### src/rtl/ysyx_23060201_pkg.sv
// rtl/ysyx_23060201_pkg.sv - shared opcodes, ALU/immediate enums and decode payload for the IDU
package ysyx_23060201_pkg;

   localparam logic [6:0] OPC_LUI    = 7'b0110111;
   localparam logic [6:0] OPC_AUIPC  = 7'b0010111;
   localparam logic [6:0] OPC_JAL    = 7'b1101111;
   localparam logic [6:0] OPC_JALR   = 7'b1100111;
   localparam logic [6:0] OPC_BRANCH = 7'b1100011;
   localparam logic [6:0] OPC_LOAD   = 7'b0000011;
   localparam logic [6:0] OPC_STORE  = 7'b0100011;
   localparam logic [6:0] OPC_OP_IMM = 7'b0010011;
   localparam logic [6:0] OPC_OP     = 7'b0110011;
   localparam logic [6:0] OPC_SYSTEM = 7'b1110011;

   localparam logic [6:0]  F7_BASE     = 7'b0000000;
   localparam logic [6:0]  F7_ALT      = 7'b0100000;
   localparam logic [31:0] INST_ECALL  = 32'h0000_0073;
   localparam logic [31:0] INST_EBREAK = 32'h0010_0073;

   typedef enum logic [3:0] {
      ALU_ADD, ALU_SUB, ALU_SLL, ALU_SLT, ALU_SLTU, ALU_XOR,
      ALU_SRL, ALU_SRA, ALU_OR, ALU_AND, ALU_COPY_B
   } alu_op_e;

   typedef enum logic [2:0] {IMM_I, IMM_S, IMM_B, IMM_U, IMM_J} imm_type_e;

   typedef struct packed {
      logic [4:0]  rs1;
      logic [4:0]  rs2;
      logic [4:0]  rd;
      logic [31:0] imm;
      alu_op_e     alu_op;
      logic        src2_imm;
      logic        src1_pc;
      logic        wen;
      logic        mem_ren;
      logic        mem_wen;
      logic [2:0]  mem_funct3;
      logic        branch;
      logic        jal;
      logic        jalr;
      logic        ecall;
      logic        ebreak;
      logic        illegal;
   } decode_t;

endpackage

### src/rtl/ysyx_23060201_idu_if.sv
// rtl/ysyx_23060201_idu_if.sv - fetch-side and execute-side handshake bundle of the decode stage
interface ysyx_23060201_idu_if #(
   parameter int ADDR_WIDTH = 32,
   parameter int DATA_WIDTH = 32
);
   import ysyx_23060201_pkg::*;

   logic                  in_valid;
   logic                  in_ready;
   logic [ADDR_WIDTH-1:0] in_pc;
   logic [DATA_WIDTH-1:0] in_inst;
   logic                  out_valid;
   logic                  out_ready;
   logic [ADDR_WIDTH-1:0] out_pc;
   logic [4:0]            out_rs1;
   logic [4:0]            out_rs2;
   logic [4:0]            out_rd;
   logic [31:0]           out_imm;
   alu_op_e               out_alu_op;
   logic                  out_src2_imm;
   logic                  out_src1_pc;
   logic                  out_wen;
   logic                  out_mem_ren;
   logic                  out_mem_wen;
   logic [2:0]            out_mem_funct3;
   logic                  out_branch;
   logic                  out_jal;
   logic                  out_jalr;
   logic                  out_ecall;
   logic                  out_ebreak;
   logic                  out_illegal;

   modport master (
      output in_valid, in_pc, in_inst, out_ready,
      input  in_ready, out_valid, out_pc, out_rs1, out_rs2, out_rd, out_imm, out_alu_op,
             out_src2_imm, out_src1_pc, out_wen, out_mem_ren, out_mem_wen, out_mem_funct3,
             out_branch, out_jal, out_jalr, out_ecall, out_ebreak, out_illegal
   );

   modport slave (
      input  in_valid, in_pc, in_inst, out_ready,
      output in_ready, out_valid, out_pc, out_rs1, out_rs2, out_rd, out_imm, out_alu_op,
             out_src2_imm, out_src1_pc, out_wen, out_mem_ren, out_mem_wen, out_mem_funct3,
             out_branch, out_jal, out_jalr, out_ecall, out_ebreak, out_illegal
   );

endinterface

### src/rtl/ysyx_23060201_imm_gen.sv
// rtl/ysyx_23060201_imm_gen.sv - sign-extended RV32I immediate for a given format
module ysyx_23060201_imm_gen
   import ysyx_23060201_pkg::*;
(
   input  logic [31:7] inst,
   input  imm_type_e   imm_type,
   output logic [31:0] imm
);

   always_comb begin
      imm = '0;
      case (imm_type)
         IMM_I:   imm = {{20{inst[31]}}, inst[31:20]};
         IMM_S:   imm = {{20{inst[31]}}, inst[31:25], inst[11:7]};
         IMM_B:   imm = {{19{inst[31]}}, inst[31], inst[7], inst[30:25], inst[11:8], 1'b0};
         IMM_U:   imm = {inst[31:12], 12'b0};
         IMM_J:   imm = {{11{inst[31]}}, inst[31], inst[19:12], inst[20], inst[30:21], 1'b0};
         default: imm = '0;
      endcase
   end

endmodule

### src/rtl/ysyx_23060201_idu.sv
// rtl/ysyx_23060201_idu.sv - RV32I decode stage with a single-entry valid/ready output register
module ysyx_23060201_idu
   import ysyx_23060201_pkg::*;
#(
   parameter int                    ADDR_WIDTH = 32,
   parameter int                    DATA_WIDTH = 32,
   parameter logic [ADDR_WIDTH-1:0] RESET_PC   = 32'h8000_0000
) (
   input logic                 clk,
   input logic                 rst,
   input logic                 flush,
   ysyx_23060201_idu_if.slave  bus
);

   logic [DATA_WIDTH-1:0] inst;
   logic [6:0]            opcode;
   logic [2:0]            funct3;
   logic [6:0]            funct7;
   imm_type_e             imm_type;
   logic [31:0]           imm_raw;
   logic                  illegal;
   logic                  fire;
   decode_t               dec;
   decode_t               payload_d, payload_q;
   logic [ADDR_WIDTH-1:0] pc_d, pc_q;
   logic                  valid_d, valid_q;

   assign inst   = bus.in_inst;
   assign opcode = inst[6:0];
   assign funct3 = inst[14:12];
   assign funct7 = inst[31:25];

   always_comb begin
      imm_type = IMM_I;
      case (opcode)
         OPC_LUI, OPC_AUIPC: imm_type = IMM_U;
         OPC_JAL:            imm_type = IMM_J;
         OPC_BRANCH:         imm_type = IMM_B;
         OPC_STORE:          imm_type = IMM_S;
         default:            imm_type = IMM_I;
      endcase
   end

   ysyx_23060201_imm_gen u_imm_gen (
      .inst     (inst[31:7]),
      .imm_type (imm_type),
      .imm      (imm_raw)
   );

   always_comb begin
      dec            = '0;
      dec.rs1        = inst[19:15];
      dec.rs2        = inst[24:20];
      dec.rd         = inst[11:7];
      dec.mem_funct3 = funct3;
      dec.alu_op     = ALU_ADD;
      illegal        = 1'b0;
      case (opcode)
         OPC_LUI:    begin dec.imm = imm_raw; dec.alu_op = ALU_COPY_B; dec.src2_imm = 1'b1; dec.wen = 1'b1; end
         OPC_AUIPC:  begin dec.imm = imm_raw; dec.src1_pc = 1'b1; dec.src2_imm = 1'b1; dec.wen = 1'b1; end
         OPC_JAL:    begin dec.imm = imm_raw; dec.src1_pc = 1'b1; dec.jal = 1'b1; dec.wen = 1'b1; end
         OPC_JALR:   begin dec.imm = imm_raw; dec.src1_pc = 1'b1; dec.jalr = 1'b1; dec.wen = 1'b1; end
         OPC_BRANCH: begin dec.imm = imm_raw; dec.branch = 1'b1; end
         OPC_LOAD:   begin dec.imm = imm_raw; dec.src2_imm = 1'b1; dec.mem_ren = 1'b1; dec.wen = 1'b1; end
         OPC_STORE:  begin dec.imm = imm_raw; dec.src2_imm = 1'b1; dec.mem_wen = 1'b1; end
         OPC_OP_IMM: begin
            dec.imm      = imm_raw;
            dec.src2_imm = 1'b1;
            dec.wen      = 1'b1;
            case (funct3)
               3'b000: dec.alu_op = ALU_ADD;
               3'b010: dec.alu_op = ALU_SLT;
               3'b011: dec.alu_op = ALU_SLTU;
               3'b100: dec.alu_op = ALU_XOR;
               3'b110: dec.alu_op = ALU_OR;
               3'b111: dec.alu_op = ALU_AND;
               3'b001: begin
                  dec.imm    = {27'd0, inst[24:20]};
                  dec.alu_op = ALU_SLL;
                  illegal    = (funct7 != F7_BASE);
               end
               default: begin
                  // funct3 101: bit 30 separates SRAI from SRLI, shamt only in the immediate
                  dec.imm    = {27'd0, inst[24:20]};
                  dec.alu_op = (funct7 == F7_ALT) ? ALU_SRA : ALU_SRL;
                  illegal    = (funct7 != F7_BASE) && (funct7 != F7_ALT);
               end
            endcase
         end
         OPC_OP: begin
            dec.wen = 1'b1;
            case ({funct7, funct3})
               {F7_BASE, 3'b000}: dec.alu_op = ALU_ADD;
               {F7_ALT,  3'b000}: dec.alu_op = ALU_SUB;
               {F7_BASE, 3'b001}: dec.alu_op = ALU_SLL;
               {F7_BASE, 3'b010}: dec.alu_op = ALU_SLT;
               {F7_BASE, 3'b011}: dec.alu_op = ALU_SLTU;
               {F7_BASE, 3'b100}: dec.alu_op = ALU_XOR;
               {F7_BASE, 3'b101}: dec.alu_op = ALU_SRL;
               {F7_ALT,  3'b101}: dec.alu_op = ALU_SRA;
               {F7_BASE, 3'b110}: dec.alu_op = ALU_OR;
               {F7_BASE, 3'b111}: dec.alu_op = ALU_AND;
               default:           illegal    = 1'b1;
            endcase
         end
         OPC_SYSTEM: begin
            if (inst[31:0] == INST_ECALL)       dec.ecall  = 1'b1;
            else if (inst[31:0] == INST_EBREAK) dec.ebreak = 1'b1;
            else                                illegal    = 1'b1;
         end
         default: illegal = 1'b1;
      endcase
      // An illegal entry carries only its raw register fields so the trap sees no side effects
      if (illegal) begin
         dec.imm     = '0;  dec.alu_op  = ALU_ADD; dec.src2_imm = 1'b0; dec.src1_pc = 1'b0;
         dec.wen     = 1'b0; dec.mem_ren = 1'b0;   dec.mem_wen  = 1'b0; dec.branch  = 1'b0;
         dec.jal     = 1'b0; dec.jalr    = 1'b0;   dec.ecall    = 1'b0; dec.ebreak  = 1'b0;
         dec.illegal = 1'b1;
      end
      if (dec.rd == 5'd0) dec.wen = 1'b0;
   end

   assign bus.in_ready = !flush && (!valid_q || bus.out_ready);
   assign fire         = bus.in_valid && bus.in_ready;

   always_comb begin
      valid_d   = valid_q;
      payload_d = payload_q;
      pc_d      = pc_q;
      if (flush) begin
         valid_d = 1'b0;
      end else if (fire) begin
         valid_d   = 1'b1;
         payload_d = dec;
         pc_d      = bus.in_pc;
      end else if (bus.out_ready) begin
         valid_d = 1'b0;
      end
   end

   always_ff @(posedge clk or posedge rst) begin
      if (rst) begin
         valid_q   <= 1'b0;
         payload_q <= '0;
         pc_q      <= RESET_PC;
      end else begin
         valid_q   <= valid_d;
         payload_q <= payload_d;
         pc_q      <= pc_d;
      end
   end

   assign bus.out_valid      = valid_q;
   assign bus.out_pc         = pc_q;
   assign bus.out_rs1        = payload_q.rs1;
   assign bus.out_rs2        = payload_q.rs2;
   assign bus.out_rd         = payload_q.rd;
   assign bus.out_imm        = payload_q.imm;
   assign bus.out_alu_op     = payload_q.alu_op;
   assign bus.out_src2_imm   = payload_q.src2_imm;
   assign bus.out_src1_pc    = payload_q.src1_pc;
   assign bus.out_wen        = payload_q.wen;
   assign bus.out_mem_ren    = payload_q.mem_ren;
   assign bus.out_mem_wen    = payload_q.mem_wen;
   assign bus.out_mem_funct3 = payload_q.mem_funct3;
   assign bus.out_branch     = payload_q.branch;
   assign bus.out_jal        = payload_q.jal;
   assign bus.out_jalr       = payload_q.jalr;
   assign bus.out_ecall      = payload_q.ecall;
   assign bus.out_ebreak     = payload_q.ebreak;
   assign bus.out_illegal    = payload_q.illegal;

endmodule

### src/flat_wrapper.sv
// flat-port wrapper written by rule: the top's interface ports become plain ports
module ysyx_23060201_idu_flat import ysyx_23060201_pkg::*;
#(
   parameter int                    ADDR_WIDTH = 32,
   parameter int                    DATA_WIDTH = 32,
   parameter logic [ADDR_WIDTH-1:0] RESET_PC   = 32'h8000_0000
)
  (clk, rst, flush, bus_in_valid, bus_in_pc, bus_in_inst, bus_out_ready, bus_in_ready, bus_out_valid, bus_out_pc, bus_out_rs1, bus_out_rs2, bus_out_rd, bus_out_imm, bus_out_alu_op, bus_out_src2_imm, bus_out_src1_pc, bus_out_wen, bus_out_mem_ren, bus_out_mem_wen, bus_out_mem_funct3, bus_out_branch, bus_out_jal, bus_out_jalr, bus_out_ecall, bus_out_ebreak, bus_out_illegal);
  ysyx_23060201_idu_if #(.ADDR_WIDTH(ADDR_WIDTH), .DATA_WIDTH(DATA_WIDTH)) bus_i ();
  input logic clk;
  input logic rst;
  input logic flush;
  input wire logic [$bits(bus_i.in_valid)-1:0] bus_in_valid;
  input wire logic [$bits(bus_i.in_pc)-1:0] bus_in_pc;
  input wire logic [$bits(bus_i.in_inst)-1:0] bus_in_inst;
  input wire logic [$bits(bus_i.out_ready)-1:0] bus_out_ready;
  output wire logic [$bits(bus_i.in_ready)-1:0] bus_in_ready;
  output wire logic [$bits(bus_i.out_valid)-1:0] bus_out_valid;
  output wire logic [$bits(bus_i.out_pc)-1:0] bus_out_pc;
  output wire logic [$bits(bus_i.out_rs1)-1:0] bus_out_rs1;
  output wire logic [$bits(bus_i.out_rs2)-1:0] bus_out_rs2;
  output wire logic [$bits(bus_i.out_rd)-1:0] bus_out_rd;
  output wire logic [$bits(bus_i.out_imm)-1:0] bus_out_imm;
  output wire logic [$bits(bus_i.out_alu_op)-1:0] bus_out_alu_op;
  output wire logic [$bits(bus_i.out_src2_imm)-1:0] bus_out_src2_imm;
  output wire logic [$bits(bus_i.out_src1_pc)-1:0] bus_out_src1_pc;
  output wire logic [$bits(bus_i.out_wen)-1:0] bus_out_wen;
  output wire logic [$bits(bus_i.out_mem_ren)-1:0] bus_out_mem_ren;
  output wire logic [$bits(bus_i.out_mem_wen)-1:0] bus_out_mem_wen;
  output wire logic [$bits(bus_i.out_mem_funct3)-1:0] bus_out_mem_funct3;
  output wire logic [$bits(bus_i.out_branch)-1:0] bus_out_branch;
  output wire logic [$bits(bus_i.out_jal)-1:0] bus_out_jal;
  output wire logic [$bits(bus_i.out_jalr)-1:0] bus_out_jalr;
  output wire logic [$bits(bus_i.out_ecall)-1:0] bus_out_ecall;
  output wire logic [$bits(bus_i.out_ebreak)-1:0] bus_out_ebreak;
  output wire logic [$bits(bus_i.out_illegal)-1:0] bus_out_illegal;
  assign bus_i.in_valid = bus_in_valid;
  assign bus_i.in_pc = bus_in_pc;
  assign bus_i.in_inst = bus_in_inst;
  assign bus_i.out_ready = bus_out_ready;
  assign bus_in_ready = bus_i.in_ready;
  assign bus_out_valid = bus_i.out_valid;
  assign bus_out_pc = bus_i.out_pc;
  assign bus_out_rs1 = bus_i.out_rs1;
  assign bus_out_rs2 = bus_i.out_rs2;
  assign bus_out_rd = bus_i.out_rd;
  assign bus_out_imm = bus_i.out_imm;
  assign bus_out_alu_op = bus_i.out_alu_op;
  assign bus_out_src2_imm = bus_i.out_src2_imm;
  assign bus_out_src1_pc = bus_i.out_src1_pc;
  assign bus_out_wen = bus_i.out_wen;
  assign bus_out_mem_ren = bus_i.out_mem_ren;
  assign bus_out_mem_wen = bus_i.out_mem_wen;
  assign bus_out_mem_funct3 = bus_i.out_mem_funct3;
  assign bus_out_branch = bus_i.out_branch;
  assign bus_out_jal = bus_i.out_jal;
  assign bus_out_jalr = bus_i.out_jalr;
  assign bus_out_ecall = bus_i.out_ecall;
  assign bus_out_ebreak = bus_i.out_ebreak;
  assign bus_out_illegal = bus_i.out_illegal;
  ysyx_23060201_idu #(.ADDR_WIDTH(ADDR_WIDTH), .DATA_WIDTH(DATA_WIDTH), .RESET_PC(RESET_PC)) u_core (.clk(clk), .rst(rst), .flush(flush), .bus(bus_i));
endmodule
### config.mk
export PLATFORM = sky130hd
export DESIGN_NAME = ysyx_23060201_idu_flat
export DESIGN_NICKNAME = d
export VERILOG_FILES = /design/src/rtl/ysyx_23060201_pkg.sv /design/src/rtl/ysyx_23060201_idu_if.sv /design/src/rtl/ysyx_23060201_imm_gen.sv /design/src/rtl/ysyx_23060201_idu.sv /design/src/flat_wrapper.sv
export SDC_FILE = /design/constraint.sdc
export NUM_CORES = 1
export LEC_CHECK = 0
export CORE_MARGIN = 2
export CORE_UTILIZATION = 40
export DETAILED_ROUTE_END_ITERATION = 12
export PLACE_DENSITY = 0.74
export SYNTH_ARGS = -nofsm -noshare
export SYNTH_HDL_FRONTEND = slang
export SYNTH_SLANG_ARGS = --single-unit
export TNS_END_PERCENT = 30
### constraint.sdc
create_clock -name clk -period 4.75 [get_ports clk]
set_clock_uncertainty 0.1 [all_clocks]
set_input_delay 0.95 -clock clk [delete_from_list [all_inputs] [get_ports clk]]
set_output_delay 0.95 -clock clk [all_outputs]
set_load 0.01 [all_outputs]
==> results.env <==
RUN_STATUS='completed'
SYNTHESIS.NETS=479
SYNTH_AREA_PER_CELL_UM2=10.9
PORT_BUFFERS=167
ROUTE.DETAILED.VIAS_PER_INST=5.32
DETAIL_ROUTE.WIRELENGTH_MM=12.7
SYNTHFLOPTYPE='dfrtp_1'
SYNTH.FF_LATCH_COUNT=98
P_LEAK_nW=2.57
INITIAL_UTILIZATION=0.412
SYNTH-WARNING-COUNT=0
FINAL.MIN_CLOCK_PERIOD_PS=3400
TRITONCTS_NUM_SINKS=98
GLOBALROUTETOTALUTIL=0.211
YOSYSUNIQUECELLTYPES=56
CLOCK_TRANSITION_AT_THE_REGISTERS_OF_THE_REPORTED_PATHS_PS=90
YOSYS.AREA.TOP_TYPE_SHARE=0.544
NUM_ROWS=38
MAX_FREQ_GHz=0.294
FINAL_UTIL=0.592
WORSTSETUPENDPOINTTYPE='register'
STARTPOINT_CLASS_OF_THE_CRITICAL_PATH='primary input'
TIMING_WORST_SETUP_PATH_TYPE='primary input to register'
CTS_TREE='yes'
WORST_PIN_SLEW_PS=952
SYN_TO_FINAL_GROWTH_PCT=43.8
ANT_NETS=0
CLOCK_PATH_BUFFERS=2
MAPPEDNETLISTAREA_UM2=4460
FINAL_HOLD_VIOL_COUNT=0
FIN_SETUP_TNS_PS=0
DETAIL_ROUTE.WL_PER_CELL_UM=17.8
REGISTER_AREA_UM2=2450
SYNTH-EDFF-COUNT=0
UNREPAIRED_SETUP_ENDPOINTS_AFTER_GLOBAL_ROUTING='false'
SYNTH_AREA_LEADER_CELL='dfrtp_1'
FINALPOWER_mW=1.89
GRT_START_MAX_NET_PINS=80
DPL_CELL_AREA_UM2=6230
GRT_REMAINING_OVERFLOW=0
CTSROOTBUFFERMASTER='clkbuf_8'
LAYOUT_WORST_PATH_CYCLE_SHARE=0.716
POSTCTSRESIZEDCELLS=0
ASYNC_FLOP_SHARE=1.00
SYNTH.CELLS.MOST_FREQUENT='dfrtp_1, nand2_1, mux2_2, o21ai_1, a21oi_1'
DIODES=0
FINAL_MAX_SLEW_VIOL_COUNT=0
DIE_AREA_UM2=12000
SEQ_AREA_FRAC_SYNTH=0.550
DRC=0
DETAILEDROUTE.FIRSTITERATIONVIOLATIONS=221
GRT_PASS1_VIAS=3653
VIAS=3782
SYNTH_AREA_LEADERS='dfrtp_1, mux2_2, nand2_1, o21ai_1, a21oi_1'
POWER.DENSITY_nW_PER_UM2=295
WORST_EP_REQUIRED_TIME_PS=4920
FINALSETUPVIOLATIONS=0
FILLCELLCOUNT=917
IR_DROP_V=0.000138
FIRST_PASS_GRT_WIRE_LENGTH_MM=19.3
CRITICAL_PATH.MAX_FANOUT=21
HOLD_CLASS='register to register'
NETS=635
HPWL_MM=9.44
WORST_SLEW_MARGIN_RELATIVE_TO_ITS_LIMIT=0.365
CTS_BUFFERS=9
H-TREE-DEPTH=3
MULTI_INPUT_COMB_AREA_UM2=1870
POST_CTS_HOLD_BUFFER_COUNT=0
CRIT_ARRIVAL_PS=3580
DIEWIDTH_UM=110
PLACE_CONGESTION=0.870
DR.PASS1.ITERS=4
SYNTH_MOST_COMMON_CELL='dfrtp_1'
CORE_UM2=10800
IO_PINS=168
DIEHEIGHT_UM=110
FIN_AREA_UM2=6420
POST_ROUTE_CELLS_DRIVE_ABOVE_1_SHARE=0.158
INITIAL_ANTENNA_VIOLATION_COUNT=0
CLKLATENCYLATEPIN_PS=360
CTS_SETUP_BUFFERS=0
POSTSYNTHCELLCOUNT=410
DRV.MAX_CAP_VIOLATION_COUNT=0
-- power breakdown --
part / internal (mW) / switching, mW / leakage [nW]
logic: 0.253 / 0.179 / 1.22
clock network: 0.221 / 0.291 / 0.0919
registers: 0.909 / 0.0365 / 1.25
total: 1.38 / 0.507 / 2.57
-- layout by cell type, fill, tap and decap left out, types with 3 or more instances in the layout --
cell type and count:
a21o_1 3, a21oi_1 24, a22oi_1 5, and3_1 3, buf_4 4, clkbuf_8 11
clkdlybuf4s50_1 167, dfrtp_1 97, inv_1 6, mux2_2 49, nand2_1 64, nand3_1 8
nand4_1 3, nor2_1 15, nor2b_1 3, nor3_1 4, nor4_1 3, o21ai_0 19
o21ai_1 30
-- metrics by stage --
stage          cells  hold WS (ps)  worst slack, ps
2_1_floorplan    410           416             1140
3_3_place_gp     695           364             1090
3_5_place_dp     695           375             1000
4_1_cts          711           395             1380
5_1_grt          711           412             1140
6_report         711           387             1350
-- cell type report --
class                   instances  share of cell area
flip-flops and latches         98               0.382
repair buffers                171               0.265
inverters                       7             0.00448
well taps                     140              0.0273
clock buffers                  11              0.0236
clock inverters                 5             0.00585
multi-input cells             279               0.291
-- worst max-delay path, stage by stage --
cell	delay, ps
clkdlybuf4s50_1	660
nor4b_2	570
nand3_1	230
a21oi_4	310
o2111ai_2	510
o21ai_0	330
-- registers in the layout, indices dropped and copies added, names as in the netlist, 3 cells and up --
signal and cells:
u_core.bus.out_alu_op 4, u_core.bus.out_imm 32, u_core.bus.out_mem_funct3 3, u_core.bus.out_pc 32, u_core.bus.out_rd 5, u_core.bus.out_rs1 5
u_core.bus.out_rs2 5
-- worst paths after layout --
kind,startpoint,endpoint,slack (ps),cells past startpoint
setup / recovery,bus_in_inst[5],u_core.bus.out_imm[30],1350,6
hold / removal,u_core.bus.out_imm[22],u_core.bus.out_imm[22],390,2
setup reg to reg,u_core.bus.out_valid,u_core.bus.out_jal,2290,5
hold reg to reg,u_core.bus.out_imm[22],u_core.bus.out_imm[22],390,2
max in group asynchronous,rst,u_core.bus.out_pc[31],2600,3
min in group asynchronous,rst,u_core.bus.out_pc[4],1030,2
-- routing by layer --
layer,share of wire,GRT usage,up-vias
li1,-,-,1763
met1,0.41,0.267,1848
met2,0.49,0.358,157
met3,0.093,0.0510,14
met4,0.014,0.0651,0
met5,0,0,-
-- cell families after synthesis --
| family | share of synthesized area |
|---|---|
| DFF | 0.550 |
| buffers and inverters | 0.0331 |
| xor gates and xnor gates | 0.00393 |
| muxes | 0.124 |
| and+or+nand+nor | 0.137 |
| AOI/OAI and AO/OA | 0.153 |
Note: power is estimated with default switching activity, not from simulation.
